## src/rtl/biquad8_coeff_loader.sv

```systemverilog
// biquad8_coeff_loader
// Holds NCOEFF 18-bit coefficient words written by a host. On start_i it
// streams them to the biquad filter in descending order, buf[NCOEFF-1] down to
// buf[0], with WR_GAP idle cycles after each word. It then issues a
// coeff_update strobe and a done pulse.
// Optional feature: define COEFF_READBACK_EN to add a registered host readback
// port (host_rd_i / host_dat_o / host_valid_o).
module biquad8_coeff_loader #(
   parameter int NCOEFF    = 2,
   parameter int ADDR_BITS = 3,
   parameter int WR_GAP    = 0
) (
   input  logic                 clk,
   input  logic                 rst,
   input  logic [ADDR_BITS-1:0] host_addr_i,
   input  logic [17:0]          host_dat_i,
   input  logic                 host_wr_i,
   input  logic                 start_i,
`ifdef COEFF_READBACK_EN
   input  logic                 host_rd_i,
   output logic [17:0]          host_dat_o,
   output logic                 host_valid_o,
`endif
   output logic                 busy_o,
   output logic                 done_o,
   output logic                 err_o,
   output logic [17:0]          coeff_dat_o,
   output logic                 coeff_wr_o,
   output logic                 coeff_update_o
);

   localparam int                   DW        = 18;
   localparam logic [ADDR_BITS-1:0] LAST_ADDR = ADDR_BITS'(NCOEFF - 1);
   localparam logic [3:0]           GAP_LOAD  = (WR_GAP > 0) ? 4'(WR_GAP - 1) : 4'd0;

   // S_DONE is the done_o cycle. For host traffic it behaves exactly like
   // S_IDLE, so a start_i arriving in that cycle begins a new load.
   typedef enum logic [2:0] {
      S_IDLE,
      S_WRITE,
      S_GAP,
      S_UPDATE,
      S_DONE
   } state_t;

   state_t               state_q;
   logic [ADDR_BITS-1:0] idx_q;        // index of the word most recently streamed
   logic [3:0]           gap_q;        // idle cycles still to wait in S_GAP
   logic                 busy_q;
   logic                 done_q;
   logic                 err_q;
   logic                 coeff_wr_q;
   logic                 coeff_upd_q;
   logic [DW-1:0]        coeff_dat_q;
   logic [DW-1:0]        buf_q [NCOEFF];

   logic                 host_open;    // host may write and start
   logic                 addr_ok;
   logic                 buf_wr;
   logic                 strobe_err;
   logic [ADDR_BITS-1:0] rd_addr;
   logic [DW-1:0]        stream_word;

   assign host_open  = (state_q == S_IDLE) || (state_q == S_DONE);
   assign addr_ok    = int'(host_addr_i) < NCOEFF;
   assign buf_wr     = host_open && host_wr_i && addr_ok;
   assign strobe_err = !host_open && (host_wr_i || start_i);

   // Select the next word to stream: the top entry when a load starts, otherwise the entry below idx_q.
   always_comb begin
      // NOTE: give every combinational output a default first so that no path leaves it unassigned and infers a latch.
      stream_word = '0;
      rd_addr     = host_open ? LAST_ADDR : idx_q - ADDR_BITS'(1);
      for (int i = 0; i < NCOEFF; i++) begin
         if (rd_addr == ADDR_BITS'(i)) begin
            stream_word = buf_q[i];
         end
      end
      // A host write in the same cycle as start takes effect first, so forward it.
      if (host_open && buf_wr && host_addr_i == LAST_ADDR) begin
         stream_word = host_dat_i;
      end
   end

   // Coefficient buffer: host writes accepted only while the loader is not busy.
   // NOTE: this storage is cleared by reset on purpose, because a load issued straight after reset must stream zeros. Plain RAM-style buffers would normally skip the reset.
   always_ff @(posedge clk or posedge rst) begin
      if (rst) begin
         for (int i = 0; i < NCOEFF; i++) begin
            buf_q[i] <= '0;
         end
      end else if (buf_wr) begin
         for (int i = 0; i < NCOEFF; i++) begin
            if (host_addr_i == ADDR_BITS'(i)) begin
               buf_q[i] <= host_dat_i;
            end
         end
      end
   end

   // Load sequencer: IDLE -> WRITE (-> GAP) ... -> UPDATE -> DONE, with all outputs registered.
   always_ff @(posedge clk or posedge rst) begin
      if (rst) begin
         state_q     <= S_IDLE;
         idx_q       <= '0;
         gap_q       <= '0;
         busy_q      <= 1'b0;
         done_q      <= 1'b0;
         err_q       <= 1'b0;
         coeff_wr_q  <= 1'b0;
         coeff_upd_q <= 1'b0;
         coeff_dat_q <= '0;
      end else begin
         // NOTE: state registers use non-blocking <= so that every branch below sees the values from before this edge.
         coeff_wr_q  <= 1'b0;
         coeff_upd_q <= 1'b0;
         done_q      <= 1'b0;
         if (strobe_err) begin
            err_q <= 1'b1;
         end

         case (state_q)
            S_IDLE, S_DONE: begin
               if (start_i) begin
                  state_q     <= S_WRITE;
                  idx_q       <= LAST_ADDR;
                  coeff_wr_q  <= 1'b1;
                  coeff_dat_q <= stream_word;
                  busy_q      <= 1'b1;
               end else begin
                  state_q <= S_IDLE;
               end
            end

            S_WRITE, S_GAP: begin
               if (state_q == S_WRITE && WR_GAP != 0) begin
                  state_q <= S_GAP;
                  gap_q   <= GAP_LOAD;
               end else if (state_q == S_GAP && gap_q != 4'd0) begin
                  gap_q <= gap_q - 4'd1;
               end else if (idx_q == '0) begin
                  state_q     <= S_UPDATE;
                  coeff_upd_q <= 1'b1;
               end else begin
                  state_q     <= S_WRITE;
                  idx_q       <= idx_q - ADDR_BITS'(1);
                  coeff_wr_q  <= 1'b1;
                  coeff_dat_q <= stream_word;
               end
            end

            S_UPDATE: begin
               state_q <= S_DONE;
               busy_q  <= 1'b0;
               done_q  <= 1'b1;
            end

            default: begin
               state_q <= S_IDLE;
               busy_q  <= 1'b0;
            end
         endcase
      end
   end

`ifdef COEFF_READBACK_EN
   logic [DW-1:0] host_rdat_q;
   logic          host_valid_q;
   logic [DW-1:0] host_word;

   // Readback mux: an address outside the buffer returns zero.
   always_comb begin
      host_word = '0;
      for (int i = 0; i < NCOEFF; i++) begin
         if (host_addr_i == ADDR_BITS'(i)) begin
            host_word = buf_q[i];
         end
      end
   end

   // Registered readback: the data and its valid flag appear one cycle after host_rd_i, in any state.
   always_ff @(posedge clk or posedge rst) begin
      if (rst) begin
         host_rdat_q  <= '0;
         host_valid_q <= 1'b0;
      end else begin
         host_valid_q <= host_rd_i;
         if (host_rd_i) begin
            host_rdat_q <= host_word;
         end
      end
   end

   assign host_dat_o   = host_rdat_q;
   assign host_valid_o = host_valid_q;
`endif

   assign busy_o         = busy_q;
   assign done_o         = done_q;
   assign err_o          = err_q;
   assign coeff_dat_o    = coeff_dat_q;
   assign coeff_wr_o     = coeff_wr_q;
   assign coeff_update_o = coeff_upd_q;

endmodule
```

## config.mk

```make
export PLATFORM = sky130hd
export DESIGN_NAME = biquad8_coeff_loader
export DESIGN_NICKNAME = d
export VERILOG_FILES = /design/src/rtl/biquad8_coeff_loader.sv
export SDC_FILE = /design/constraint.sdc
export NUM_CORES = 1
export LEC_CHECK = 0
export CAP_MARGIN = 25
export CELL_PAD_IN_SITES_DETAIL_PLACEMENT = 0
export CELL_PAD_IN_SITES_GLOBAL_PLACEMENT = 1
export CORE_ASPECT_RATIO = 1.2
export CORE_MARGIN = 2
export CORE_UTILIZATION = 30
export CTS_CLUSTER_SIZE = 16
export DETAILED_ROUTE_END_ITERATION = 12
export DONT_BUFFER_PORTS = 1
export HOLD_SLACK_MARGIN = 0.06
export PLACE_DENSITY = 0.49
export SLEW_MARGIN = 25
export SYNTH_ARGS = -nofsm -noshare
export SYNTH_HDL_FRONTEND = slang
export SYNTH_SLANG_ARGS = --single-unit
```

## constraint.sdc

```tcl
create_clock -name clk -period 4.49 [get_ports clk]
set_input_delay 0.6735 -clock clk [delete_from_list [all_inputs] [get_ports clk]]
set_output_delay 0.6735 -clock clk [all_outputs]
set_load 0.03 [all_outputs]
```

# Word level (Yosys, flattened, before mapping)
# Cells that the tools add are included.
# totals
ff_bits	69
input_bits	25
output_inout_bits	23
word_cells	72
# op_classes
addsub	2
order_cmp	1
n_eq_ne	9
muxes	26
bitwise_logic	1
reduce_logical	22
# ops
operator	count
two-way mux 18 bit	6
case mux 18 bit (2 select lines)	1
two-way mux 3 bit	5
logical NOT 3 bit	4
== test 3 x 1 -> 1 bit, second input constant	3
two-way mux 1 bit	9
case mux 3 bit (3 select lines)	1
AND reduction 2 bit	4
== test 3 x 2 -> 1 bit, second input constant	2
logical AND 1 bit	6
inequality test 2 bit, second input constant	3
case mux 3 bit (2 select lines)	1
case mux 1 bit (2 select lines)	2
AND reduction 4 bit	1
nonzero test 4 bit	1
OR reduction 2 bit	2
subtractor 4 x 1 -> 4 bit, second input constant	1
== test 3 bit, second input constant	1
< comparator 3 x 2 -> 1 bit, second input constant	1
subtractor 3 x 1 -> 3 bit, second input constant	1
logical OR 1 bit	2
two-way mux 2 bit	1
nonzero test 2 bit	1
logical NOT 1 bit	1
NOT 1 bit	1

# Depth between registers and ports, before layout
# depth
word_depth	10
mapped_depth	8
mapped_depth_nobuf	7

# Worst setup path before layout
# No wires, ideal clock.
# synth_path
path_kind	register to register
from	register gap_q[0]
to	register idx_q[1]
setup_ps	125
arrival_ps	1850
t_required_ps	4365
path_slack_ps	2515
stages_incl_launch_ff	7
n_path_buf	0
period_less_slack_ps	1975
path_cell_list	dfrtp_1 inv_1 ha_1 or3b_4 o31a_1 o21ai_4 mux2_2
# synth_between
elab_chain_cells	4
# synth_lines
item	line	source
start, declared	48	logic [3:0] gap_q;
start signal, assigned	140	gap_q <= gap_q - 4'd1;
nonzero test 4 bit	139	end else if (state_q == S_GAP && gap_q != 4'd0) begin
logical AND 1 bit	139	
inequality test 2 bit (no line)	n/a	
AND reduction 4 bit (no line)	n/a	
end signal, assigned	146	idx_q <= idx_q - ADDR_BITS'(1);
end, declared	47	logic [ADDR_BITS-1:0] idx_q;
# No other way between the ends.
# A chain may end at the register's enable or synchronous reset.

# Worst setup path in the final report
# Ends and elaborated chain as after synthesis.

==> impl_results.md <==
* Die outline area at 11730 um2
* Ports at 48
* Seq cells post-synth at 69
* Placed cell area at approximately 3300 um2
* Routed vias at 2148
* Clk_lat worst skew at 0.33 ns
* Commonest cells after routing, fill and taps aside: 69 x dfrtp_1, 42 x inv_1, 21 x mux2_2
* Post-synth net total at 331
* Maximum capacitance violations at 0
* Post-synth EDFFs at 0
* Top post-synthesis cells by area: dfrtp_1 53%, mux2_2 7.2%, mux2i_1 5.8%, inv_1 4.9%, nand3b_1 3.7%
* Die Width at about 99 um
* CTS root buf: clkbuf_16
* Clock Tree Buf Depth at 2
* Routed WL at 7643 um
* DRC viols at 0
* Critical path arrival at 2.88 ns
* Reg2reg path depth at 7
* Min Hold Slack at 0.3553 ns
* Number of library cell types mapped by synthesis at 35
* Pins over their slew limit at 0
* Total GRT Usage at 14.18%
* Via count of the first global-routing pass at 2272
* Maximum fanout along the worst path at 12
* Post-CTS Setup Bufs at 0
* Starting Density at 30.87%
* Num rows at between 40 and 50
* Post-synth ARST share at between 90% and 100%
* H-tree levels at 3
* Relative slew slack at 31.51%
* Hold Buf Count CTS at 0
* PostCTS Resize Cnt at 0
* Fin nets at 327
* Die H at around 120 um
* CTS tree: done
* Largest net degree at the start of global routing at 43
* Design Area, Final at 3661 um2
* Crit path kind: reg2reg
* DRT Pass-1 Iters at 4
* Critical Path RT at 4.70 ns
* Area Overhead vs Synth at 12.24%
* First-pass GRT wire length at ~13000 um
* Final setup fails at 0
* FF-to-FF setup slack at about 1.8 ns
* WL/cell at between 15 and 20 um
* CTS buffer count at 9
* Critical path launch point type: register
* Via-to-Cell Ratio at 4.961
* Ys Warns at 0
* GR Layer Usage met3 at ~5%
* TNS Setup at 0 ns
* Avg Cell Area, Syn at about 11 um2
* Fmax at 374.5 MHz
* Crit. End Element: register
* Worst-margin pin slew at 1.025 ns
* Clock Sinks at around 70
* Class of the worst hold path: in2async
* Status: finished clean
* RSZ-0062 raised after global routing: false
* Final Critical Period at 2.670 ns
* Clock skew at 0.006022 ns
* Commonest non-fill, non-tap cell in the layout: dfrtp_1
* Initial antenna violation count at 0
* GR peak layer: met2
* Core area at roughly 11000 um2
* Initial DRC Count at between 60 and 70
* Reg-to-reg critical path endpoint: idx_q[1]
* IO buf count at 0
* Peak VDD IR at 0.1919 mV
* Tcrit/Tclk final at 59.48%
* Layout cells sized above 1 at between 10% and 20%
* Top cell type's share of synthesized area at 52.93%
* Met2 Use GR at roughly 22%
* Routed Antenna Nets at 0
* Standby leakage power at 1.672 nW
* CTS clk-pin slew, worst paths at approximately 0.05 ns
* Met1 Use GR at 17.76%
* Power Dens Cells at 736.1 nW/um2
* Post-DP HPWL at 4682 um
* Crit Reg-Reg Startpoint: gap_q[0]
* Cell area after synthesis at roughly 3300 um2
* Final hold vios at 0
* Final GP Congestion at 0.7094
* Mapped Cells at approximately 300
* Overall power at 2.695 mW
* Grt total ovfl at 0
* Antenna diode count at 0
* Largest area contributor in the netlist: dfrtp_1
* Most common flop cell mapped by yosys: dfrtp_1
* Sequential fraction of the synthesis area at 52.93%
==> cell type report <==
cell class	instances	area [um2]
fill	1095	6907
sequential	69	1727
multi-input combinational	174	1284
clock buffer	12	266.5
inverter	43	162.7
tap	129	161.4
clock inverter	4	45.04
timing repair buffer	2	15.01
==> how the worst max path moves through the flow <==
stage | slack [ns] | endpoint | cells after the start | from
after floorplan | 2.08 | buf_q[0] | 1 | rst
after global placement | 1.70 | coeff_dat_o[5] | 4 | host_addr_i[2]
after detailed placement | 1.55 | coeff_dat_o[15] | 4 | state_q[0]
after CTS | 1.53 | coeff_dat_o[17] | 4 | state_q[0]
after global routing | 1.64 | coeff_dat_o[14] | 4 | state_q[0]
final | 1.82 | idx_q[1] | 7 | gap_q[0]
==> through the flow <==
stage,cells,util [%],setup slack [ns]
finish,433,34.64,1.820
global route,433,34.64,1.636
CTS,433,34.61,1.527
detailed placement,417,31.66,1.551
global placement,417,31.55,1.701
floorplan,303,-,2.077
==> state kept, by name, summed over array words and instances (netlist names) <==
signal          flops
idx_q               3
state_q             3
coeff_dat_o        18
gap_q               4
err_o               1
done_o              1
busy_o              1
coeff_wr_o          1
buf_q              36
coeff_update_o      1
==> power breakdown <==
group          total [mW]  switching, mW  internal (mW)
Clock               0.730          0.258          0.472
Combinational       0.878          0.489          0.389
Sequential           1.09          0.248          0.839
==> logic make-up (layout without fill, tap and decap cells) <==
logic type                 after synthesis  count (layout)  share of synthesized area [%]
AOI/OAI and AO/OA                       68              68                          13.54
xor gates and xnor gates                 2               2                         0.5371
adders and majority gates                3               3                          1.151
buffers and inverters                   60              61                          8.323
DFF                                     69              69                          52.93
muxes                                   40              40                          13.08
and+or+nand+nor                         61              61                          10.43
==> synthesized netlist by cell type (8+ instances only) <==
| library cell | number |
|---|---|
| dfrtp_1 | 69 |
| inv_1 | 43 |
| mux2_2 | 21 |
| nand2_1 | 20 |
| mux2i_1 | 19 |
| o21ai_0 | 19 |
| o22ai_1 | 17 |
| nand3b_1 | 16 |
| a31oi_1 | 15 |
| nor2_1 | 10 |
| clkbuf_1 | 8 |
==> per-layer routing <==
layer	wire length (um)	vias up	part of all wire, %
li1	-	1040	-
met5	0	-	0
met2	3590	36	47
met4	121	0	1.6
met3	476	9	6.2
met1	3455	1063	45
==> critical path, stage by stage (launching register included) <==
cell,delay [ns]
dfrtp_1,0.39
inv_1,0.06
ha_1,0.15
or3b_4,0.41
o31a_1,0.32
o21ai_4,0.50
buf_4,0.35
mux2_2,0.36
Note: power is estimated with default switching activity, not from simulation.
